### src/rtl/booth_adder_server.sv
`default_nettype none
// booth_adder_server: multi-cycle chunked ripple adder answering the Booth multiplier's Adder callee port.
// Optional saturation on signed overflow is enabled with the ADDER_SAT_EN macro.
module booth_adder_server #(
   parameter int WIDTH = 25,
   parameter int CHUNK = 5
) (
   input  logic             CLK,
   input  logic             RSTK,
   input  logic             Adder_valid,
   input  logic [WIDTH-1:0] Adder_datain1,
   input  logic [WIDTH-1:0] Adder_datain2,
   output logic [WIDTH-1:0] Adder_dataout,
   output logic             Adder_carryout,
   output logic [1:0]       Adder_Exc,
   output logic             Adder_ack
);

   localparam int NCHUNK = (WIDTH + CHUNK - 1) / CHUNK;
   localparam int PADW   = NCHUNK * CHUNK;
   localparam int IDXW   = (NCHUNK > 1) ? $clog2(NCHUNK) : 1;
   localparam logic [IDXW-1:0] LAST_IDX   = IDXW'(NCHUNK - 1);
   localparam logic [PADW-1:0] CHUNK_MASK = PADW'({CHUNK{1'b1}});

   localparam logic [1:0] S_IDLE    = 2'd0;
   localparam logic [1:0] S_COMPUTE = 2'd1;
   localparam logic [1:0] S_DONE    = 2'd2;
   localparam logic [1:0] S_RELEASE = 2'd3;

   logic [1:0]       state, state_next;
   logic [IDXW-1:0]  idx;
   logic             carry;
   logic [WIDTH-1:0] opa, opb;
   logic [PADW-1:0]  sum_pad;

   logic [31:0]      base;
   logic [CHUNK-1:0] chunk_a, chunk_b;
   logic [CHUNK:0]   chunk_sum;
   logic [WIDTH-1:0] final_sum, result;
   logic             final_c, ovf;

   logic             ack_next, carry_out_next;
   logic [WIDTH-1:0] dataout_next;
   logic [1:0]       exc_next;

   // Operands are zero-padded to a whole number of chunks, so for a partial
   // last chunk the carry into bit WIDTH lands in sum_pad[WIDTH].
   assign base      = 32'(idx) * 32'(CHUNK);
   assign chunk_a   = CHUNK'(PADW'(opa) >> base);
   assign chunk_b   = CHUNK'(PADW'(opb) >> base);
   assign chunk_sum = {1'b0, chunk_a} + {1'b0, chunk_b} + {{CHUNK{1'b0}}, carry};
   assign final_sum = sum_pad[WIDTH-1:0];

   generate
      if (PADW == WIDTH) begin : g_full_chunk
         assign final_c = carry;
      end else begin : g_partial_chunk
         assign final_c = sum_pad[WIDTH];
      end
   endgenerate

   assign ovf = (opa[WIDTH-1] == opb[WIDTH-1]) && (final_sum[WIDTH-1] != opa[WIDTH-1]);

`ifdef ADDER_SAT_EN
   assign result = !ovf         ? final_sum :
                   opa[WIDTH-1] ? {1'b1, {(WIDTH-1){1'b0}}} :
                                  {1'b0, {(WIDTH-1){1'b1}}};
`else
   assign result = final_sum;
`endif

   always_ff @(posedge CLK) begin
      if (RSTK) state <= S_IDLE;
      else      state <= state_next;
   end

   always_comb begin
      state_next = state;
      case (state)
         S_IDLE:    if (Adder_valid) state_next = S_COMPUTE;
         S_COMPUTE: begin
            if (!Adder_valid)         state_next = S_IDLE;
            else if (idx == LAST_IDX) state_next = S_DONE;
         end
         S_DONE:    state_next = S_RELEASE;
         S_RELEASE: if (!Adder_valid) state_next = S_IDLE;
         default:   state_next = S_IDLE;
      endcase
   end

   always_comb begin
      ack_next       = 1'b0;
      dataout_next   = Adder_dataout;
      carry_out_next = Adder_carryout;
      exc_next       = Adder_Exc;
      if (state == S_DONE) begin
         ack_next       = 1'b1;
         dataout_next   = result;
         carry_out_next = final_c;
         exc_next       = {1'b0, ovf};
      end
   end

   always_ff @(posedge CLK) begin
      if (RSTK) begin
         Adder_ack      <= 1'b0;
         Adder_dataout  <= '0;
         Adder_carryout <= 1'b0;
         Adder_Exc      <= 2'b00;
      end else begin
         Adder_ack      <= ack_next;
         Adder_dataout  <= dataout_next;
         Adder_carryout <= carry_out_next;
         Adder_Exc      <= exc_next;
      end
   end

   always_ff @(posedge CLK) begin
      if (RSTK) begin
         idx     <= '0;
         carry   <= 1'b0;
         opa     <= '0;
         opb     <= '0;
         sum_pad <= '0;
      end else if (state == S_IDLE && Adder_valid) begin
         opa   <= Adder_datain1;
         opb   <= Adder_datain2;
         carry <= 1'b0;
         idx   <= '0;
      end else if (state == S_COMPUTE && Adder_valid) begin
         sum_pad <= (sum_pad & ~(CHUNK_MASK << base)) | (PADW'(chunk_sum[CHUNK-1:0]) << base);
         carry   <= chunk_sum[CHUNK];
         idx     <= idx + 1'b1;
      end
   end

endmodule
`default_nettype wire

### config.mk
export PLATFORM = sky130hd
export DESIGN_NAME = booth_adder_server
export DESIGN_NICKNAME = d
export VERILOG_FILES = /design/src/rtl/booth_adder_server.sv
export SDC_FILE = /design/constraint.sdc
export NUM_CORES = 1
export LEC_CHECK = 0
export ABC_AREA = 1
export CAP_MARGIN = 15
export CORE_MARGIN = 1
export CORE_UTILIZATION = 40
export CTS_BUF_LIST = sky130_fd_sc_hd__clkbuf_8
export DETAILED_ROUTE_END_ITERATION = 6
export GPL_TIMING_DRIVEN = 0
export PLACE_DENSITY_LB_ADDON = 0.12
export SLEW_MARGIN = 25
export SYNTH_ARGS = -nofsm -noshare
export SYNTH_HDL_FRONTEND = slang
export SYNTH_SLANG_ARGS = --single-unit
export TNS_END_PERCENT = 10
### constraint.sdc
create_clock -name CLK -period 2.9 [get_ports CLK]
set_clock_uncertainty 0.2 [all_clocks]
set_input_delay 0.435 -clock CLK [delete_from_list [all_inputs] [get_ports CLK]]
set_output_delay 0.435 -clock CLK [all_outputs]
set_load 0.005 [all_outputs]
==> summary.txt, run 1 <==
Run status
  – Status: complete, no violations

Critical path
  – CP Capture Type: flip-flop
  – Critical path type: reg2reg
  – Crit path DAT: about 2.7 ns
  – Crit-path max FO: 10
  – CP max stage delay: about 0.42 ns
  – CP Data Required Time: between 2 and 3 ns
  – Critical path cell sequence: buf_8 -> buf_8 -> nand2_1 -> nand3_1 -> nand3_1 -> nand2_2 -> fa_2 -> inv_1 -> fa_1 -> inv_1 -> nand2_1 -> nand2_1 -> nand2_1 -> nand2_1 -> nand2_2 -> nand3_1 -> a21oi_1
  – Critical Path Slowest Stage Cell: dfxtp_4
  – Most used cell, CP: nand2_1
  – CP Launch Type: flip-flop

Detailed routing
  – Final WL: between 10000 and 15000 µm
  – Via count: around 4300
  – Drt wl/cell: 13.7 µm
  – DRT Pass-1 Iters: 5
  – Antenna viol nets, final: 0
  – Initial DRC Count: 205
  – DRC violations left: 0
  – Vias per cell: roughly 5.0

Synth
  – Yosys top cell area share: roughly 48%
  – Seq cells post-synth: 109
  – Area leader, netlist: dfxtp_1
  – Post-synth cell types: 27
  – Synthesized area: 4570 µm²
  – Area contributors post-synth: dfxtp_1 48%, nor2_1 13%, o21ai_0 9.0%
  – Syn. warnings: 0
  – Post-synthesis net count: just under 700
  – Syn Inst Count: about 630
  – Register area share after synthesis: a little under half
  – Syn Area/Cell: roughly 7.3 µm²

Placed design
  – Post-DP HPWL: roughly 8900 µm
  – Port-buffer cells: 80
  – Pre-CTS setup slack: -0.245 ns
  – RePlAce Congestion: 0.899

Floorplan
  – Core area: 11000 µm²
  – Row Count: 38
  – Num ports: approximately 80
  – Die ar.: 11900 µm²
  – Die W: ~110 µm
  – Initial core utilization: between 40% and 50%
  – Die Ht: 109 µm

Clock network
  – Reg clk slew, reported paths: about 0.1 ns
  – Root Buffer: clkbuf_8
  – Max Root-Sink Buffers: 2
  – Number of H-tree levels: 3
  – CTS Hold Buffers Added: 0
  – TritonCTS Buffers: 9
  – Skew-Pair Late Insertion Delay: 0.39 ns
  – Sink Count: 109
  – CTS tree: yes

Global routing
  – Initial antenna violation count: 0
  – Pin count of the biggest net entering global routing: 18
  – First-pass GRT wire length: a little under 20000 µm
  – Global route overflow: 0
  – Gr usage total: between 20% and 30%
  – Vias in the first global route: ~4200

Cells and area
  – ANT cells: 0
  – Layout area overhead: 28.3%
  – Post-layout nets: between 700 and 800
  – Most common library cell in the layout ignoring fill and taps: nor2_1
  – Layout cell share with drive strength beyond 1: about 8.7%
  – Commonest cells after routing, fill and taps aside: 159 x nor2_1, 107 x dfxtp_1, 93 x nand2_1, 82 x o21ai_0, 80 x clkdlybuf4s50_1

Timing
  – Final Max Slew Viols: 0
  – Final hold vios: 0
  – RSZ-0062 raised after global routing: no
  – Fmax: between 300 and 400 MHz
  – Setup TNS: 0 ns
  – Final worst-path setup slack: 0.224 ns
  – Worst Tran Pin Value: ~0.55 ns
  – Minimum clock period: roughly 2.7 ns
  – Relative max-transition margin: between 60% and 70%
  – Fin crit share: between 90% and 100%
  – Setup Viol. Count Final: 0

Power and ir drop
  – Leakage: between 2 and 2.5 nW
  – Cell Pwr Density: ~520 nW/µm²
  – Peak VDD IR: about 350 µV

Min path
  – Worst Hold Class: reg2reg

Job
  – Max cap viols: 0
-- state kept, by name, summed over array words and instances (netlist names), named ones only --
name,flops
Adder_dataout,25
final_sum,25
opa,25
opb,25
idx,3
Adder_Exc,1
Adder_ack,1
Adder_carryout,1
carry,1
state,1
-- cells in the mapped netlist --
cell type	count
nor2_1	161
dfxtp_1	109
nand2_1	95
o21ai_0	82
nand3_1	40
a21oi_1	35
inv_1	21
clkbuf_1	17
buf_2	16
o21ai_1	11
ha_1	9
nand4_1	6
inv_2	4
buf_4	3
nor2_4	3
o22ai_1	3
fa_1	2
nor2_2	2
a22oi_1	1
a41oi_1	1
clkbuf_2	1
clkinv_1	1
conb_1	1
nand2_2	1
nand2_4	1
nor2_8	1
o31ai_1	1
-- layer usage --
layer	GRT usage, %	up-vias	part of all wire, %	wire, µm
met4	8.69	0	2.3	269
met2	37.1	110	48	5620
met1	26.0	1939	46	5440
li1	-	2221	-	-
met5	0	-	0	0
met3	4.90	20	4.1	481
-- per-stage QoR --
step	total power, mW	instance area (µm²)	util (%)	instances	hold slack [ns]
3_5_place_dp	2.02	5550	50.5	848	0.258
2_1_floorplan	1.85	4570	-	628	0.229
6_report	3.05	5870	53.4	865	0.272
4_1_cts	3.08	5790	52.7	863	0.274
5_1_grt	3.19	5870	53.4	865	0.286
3_3_place_gp	2.02	5550	50.5	848	0.256
-- kinds of logic after synthesis --
family / synth area share [%]
fa+ha+maj: 3.34
buf+inv: 5.88
flops: 47.7
compound gates: 14.9
other cells: 0.0820
simple gates: 28.0
-- final cells by class --
| cell class | instances | area [µm²] |
|---|---|---|
| fill | 1130 | 5120 |
| sequential | 109 | 2190 |
| multi-input combinational | 456 | 2140 |
| timing repair buffer | 82 | 816 |
| buffer | 36 | 214 |
| tap | 140 | 175 |
| clock buffer | 11 | 151 |
| inverter | 26 | 100 |
| clock inverter | 5 | 81.3 |
-- where the power goes --
| group | switching (mW) | total (mW) | internal [mW] |
|---|---|---|---|
| Clock | 0.522 | 1.06 | 0.535 |
| Combinational | 0.232 | 0.403 | 0.171 |
| Sequential | 0.0353 | 1.59 | 1.56 |
| Total | 0.789 | 3.05 | 2.27 |
-- worst max-delay path, delay by kind of cell (launching register included) --
family                   cells  cell delay (ns)
flip-flops                   1             0.42
AO/OA/AOI/OAI                1             0.06
buffers and inverters        4             0.41
AND/OR/NAND/NOR             10             0.86
adder cells (fa/ha/maj)      2             0.61
-- final timing paths --
kind / start / to / slack, ns / cells after the start
hold / removal: final_sum[19]$_SDFFE_PP0P_ / final_sum[19]$_SDFFE_PP0P_ / 0.27 / 2
setup reg to reg: idx[0]$_SDFFE_PP0P_ / final_sum[19]$_SDFFE_PP0P_ / 0.22 / 17
setup / recovery: idx[0]$_SDFFE_PP0P_ / final_sum[19]$_SDFFE_PP0P_ / 0.22 / 17
hold reg to reg: final_sum[19]$_SDFFE_PP0P_ / final_sum[19]$_SDFFE_PP0P_ / 0.27 / 2
-- timing repair --
item | CTS | global route
gates resized for setup | 9 | 26
setup buffers | 0 | 2
pin swaps | 0 | 2
gates cloned | 0 | 0
setup endpoints to repair | 14 | 14
(Power assumes the default switching activity.)
==> inputs of run 2 (changes only) <==
--- a/config.mk
+++ b/config.mk
@@ -10,6 +10,7 @@
 export CORE_MARGIN = 1
 export CORE_UTILIZATION = 40
 export CTS_BUF_LIST = sky130_fd_sc_hd__clkbuf_8
+export CTS_CLUSTER_SIZE = 25
 export DETAILED_ROUTE_END_ITERATION = 6
 export GPL_TIMING_DRIVEN = 0
 export PLACE_DENSITY_LB_ADDON = 0.12
==> results of run 2 <==
No change in the layout: final DEF, timing and power equal those of run 1.
==> inputs of run 3 (changes only) <==
--- a/config.mk
+++ b/config.mk
@@ -13,7 +13,8 @@
 export CTS_CLUSTER_SIZE = 25
 export DETAILED_ROUTE_END_ITERATION = 6
 export GPL_TIMING_DRIVEN = 0
-export PLACE_DENSITY_LB_ADDON = 0.12
+export PLACE_DENSITY = 0.69
+export SKIP_LAST_GASP = 1
 export SLEW_MARGIN = 25
 export SYNTH_ARGS = -nofsm -noshare
 export SYNTH_HDL_FRONTEND = slang
==> run 3 against run 2 <==
  * Setup slack got worse by 0.043 ns
  * Clock power decreased by 9.5%
  * Routed wire length decreased by 0.69%
==> summary.txt, run 3 (synthesis results as in run 1) <==
Power and ir drop
  – Cell Pwr Density: 509 nW/µm² (-2.2%)
  – Clk pwr share: 32.4% (-2.2 points)
  – Peak VDD IR: 270 µV (-23%)
  – Pint: 2.14 mW (-5.6%)
  – Leakage: 2.44 nW (-1.5%)
  – Gate power share: 13.7% (+0.5 points)
  – Sequential Power Share: 53.9% (+1.7 points)
  – NetSw: 819 µW (+3.8%)
  – Sw Share: 27.7% (+1.9 points)

Critical path
  – CP max stage delay: 0.45 ns (+0.03 ns)
  – Most used cell, CP: nand3_1
  – Critical Path Slowest Stage Cell: fa_1
  – CP Launch Type: flip-flop
  – Crit path DAT: 2.83 ns (+0.10 ns)
  – Critical path cell sequence: inv_2 -> buf_4 -> nand3_1 -> nand3_1 -> nand2_1 -> fa_2 -> inv_1 -> fa_1 -> nor2_2 -> nand3_1 -> a21oi_1
  – Critical R2R Capture: final_sum[21]$_SDFFE_PP0P_
  – FF-to-FF path depth: 11 (-6)
  – Reg-to-reg setup timing slack: 0.18 ns (-0.04 ns)
  – CP Capture Type: flip-flop
  – Reg2reg start: idx[1]$_SDFFE_PP0P_
  – CP Data Required Time: 3.01 ns (+0.05 ns)
  – Critical path type: reg2reg
  – Crit-path max FO: 11 (+1)

Clock network
  – CTS tree: yes
  – Number of H-tree levels: 3 (unchanged)
  – Post-CTS setup buffer count: 0 (unchanged)
  – TritonCTS Buffers: 9 (unchanged)
  – Skew-Pair Late Insertion Delay: 0.37 ns (-0.02 ns)
  – Sink Count: 109 (unchanged)
  – Max Root-Sink Buffers: 2 (unchanged)
  – Root Buffer: clkbuf_8
  – Reg clk slew, reported paths: 0.11 ns (about the same)

Cells and area
  – Fin util: 52.9% (-0.51 points)
  – Layout area overhead: 27.1%
  – Commonest cells after routing, fill and taps aside: 160 x nor2_1, 107 x dfxtp_1, 94 x nand2_1, 82 x o21ai_0, 80 x clkdlybuf4s50_1
  – Design area: 5810 µm² (-0.96%)
  – Layout cell share with drive strength beyond 1: 8.15% (-0.54 points)
  – Post-layout nets: 783 (-0.13%)
  – Most common library cell in the layout ignoring fill and taps: nor2_1
  – ANT cells: 0 (unchanged)
  – Cell Count, Final, Fillers Out: 864 (-0.12%)

Detailed routing
  – Via count: 4300 (+0.23%)
  – Final WL: 11700 µm (-0.69%)
  – Antenna viol nets, final: 0 (unchanged)
  – DRC violations left: 0 (unchanged)
  – DRT Pass-1 Iters: 7 (+2)
  – Drt wl/cell: 13.6 µm (-0.57%)
  – Initial DRC Count: 215 (+4.9%)
  – Vias per cell: 4.98 (+0.35%)

Timing
  – Fin crit share: 93.8% (+1.5 points)
  – Fmax: 368 MHz (-1.6%)
  – Final Max Slew Viols: 0 (unchanged)
  – Final hold vios: 0 (unchanged)
  – Setup TNS: 0 ns (unchanged)
  – RSZ-0062 raised after global routing: yes
  – Setup Viol. Count Final: 0 (unchanged)
  – Hold WS: 0.269 ns (-0.00274 ns)
  – Minimum clock period: 2.72 ns (+0.0435 ns)

Global routing
  – First-pass GRT wire length: 18900 µm (-3.6%)
  – Global route overflow: 0 (unchanged)
  – Initial antenna violation count: 0 (unchanged)
  – Pin count of the biggest net entering global routing: 20 (+2)
  – Gr usage total: 20.5% (-1.2 points)
  – Vias in the first global route: 4047 (-4.4%)

Floorplan
  – Row Count: 38 (unchanged)
  – Die ar.: 11900 µm² (unchanged)
  – Num ports: 82 (unchanged)
  – Core area: 11000 µm² (unchanged)
  – Initial core utilization: 41.6% (unchanged)
  – Die Ht: 109 µm (unchanged)
  – Die W: 109 µm (unchanged)

Placed design
  – RePlAce Congestion: 0.917 (+2.0%)
  – Port-buffer cells: 80 (unchanged)
  – Post-DP HPWL: 8750 µm (-1.7%)
  – Dpl cell area: 5550 µm² (unchanged)
  – Placed insts: 848 (unchanged)

Run status
  – Status: complete, no violations

Min path
  – Worst hold stages: 2 (unchanged)
  – WHS Endpoint: final_sum[6]$_SDFFE_PP0P_
  – Worst Hold Launch: final_sum[6]$_SDFFE_PP0P_
  – Worst Hold Class: reg2reg

Job
  – Max cap viols: 0 (unchanged)
## run 3: worst max path at each step
stage	cells after the start	slack (ns)	end	start
detailed placement	12	-0.30	final_sum[21]$_SDFFE_PP0P_	idx[0]$_SDFFE_PP0P_
global route	17	-0.01	final_sum[14]$_SDFFE_PP0P_	idx[0]$_SDFFE_PP0P_
finish	11	0.18	final_sum[21]$_SDFFE_PP0P_	idx[1]$_SDFFE_PP0P_
CTS	16	-0.03	final_sum[4]$_SDFFE_PP0P_	idx[0]$_SDFFE_PP0P_
floorplan	12	0.32	final_sum[21]$_SDFFE_PP0P_	idx[0]$_SDFFE_PP0P_
global placement	12	-0.25	final_sum[21]$_SDFFE_PP0P_	idx[0]$_SDFFE_PP0P_
## run 3: power by group through the flow
stage | Sequential (mW) | Clock (mW) | Combinational [mW]
after CTS | 1.59 | 0.969 | 0.396
after global placement | 1.63 | 0 | 0.384
final | 1.59 | 0.959 | 0.405
after global routing | 1.60 | 1.03 | 0.452
after floorplan | 1.62 | 0 | 0.238
after detailed placement | 1.63 | 0 | 0.389
## run 3: critical path, delay by kind of cell, from the launching register on
family / cells / cell delay (ns)
adder cells (fa/ha/maj): 2 / 0.81
AND/OR/NAND/NOR: 5 / 0.62
buffers and inverters: 3 / 0.47
flip-flops: 1 / 0.38
AO/OA/AOI/OAI: 1 / 0.16
## run 3: through the flow
stage	setup WS, ns	power, mW
finish	0.181	2.96
detailed placement	-0.299	2.02
global placement	-0.250	2.01
floorplan	0.320	1.85
CTS	-0.0350	2.96
global route	-0.0108	3.09
## run 3: routing by layer
metal  track usage (%)  up-vias  part of all wire, %
met5                 0        -                    0
met2              35.0      106                   48
met1              26.1     1954                   47
met4              7.63        0                  1.8
li1                  -     2222                    -
met3              2.69       18                  4.0
## run 3: what timing repair did
action | in CTS | in global routing
cloned | 0 | 0
hold buffers | 0 | 0
setup endpoints to repair | 14 | 14
pin swaps | 0 | 1
hold endpoints to repair | 0 | 0
resized for setup | 7 | 23
## run 3: final cells by class
type                    count  area (µm²)
repair buffers             80         801
inverters                  26         100
fillers                  1114        5170
multi-input cells         456        2140
plain buffers              37         204
well taps                 140         175
clock inverters             7        81.3
clock buffers               9         124
flip-flops and latches    109        2190
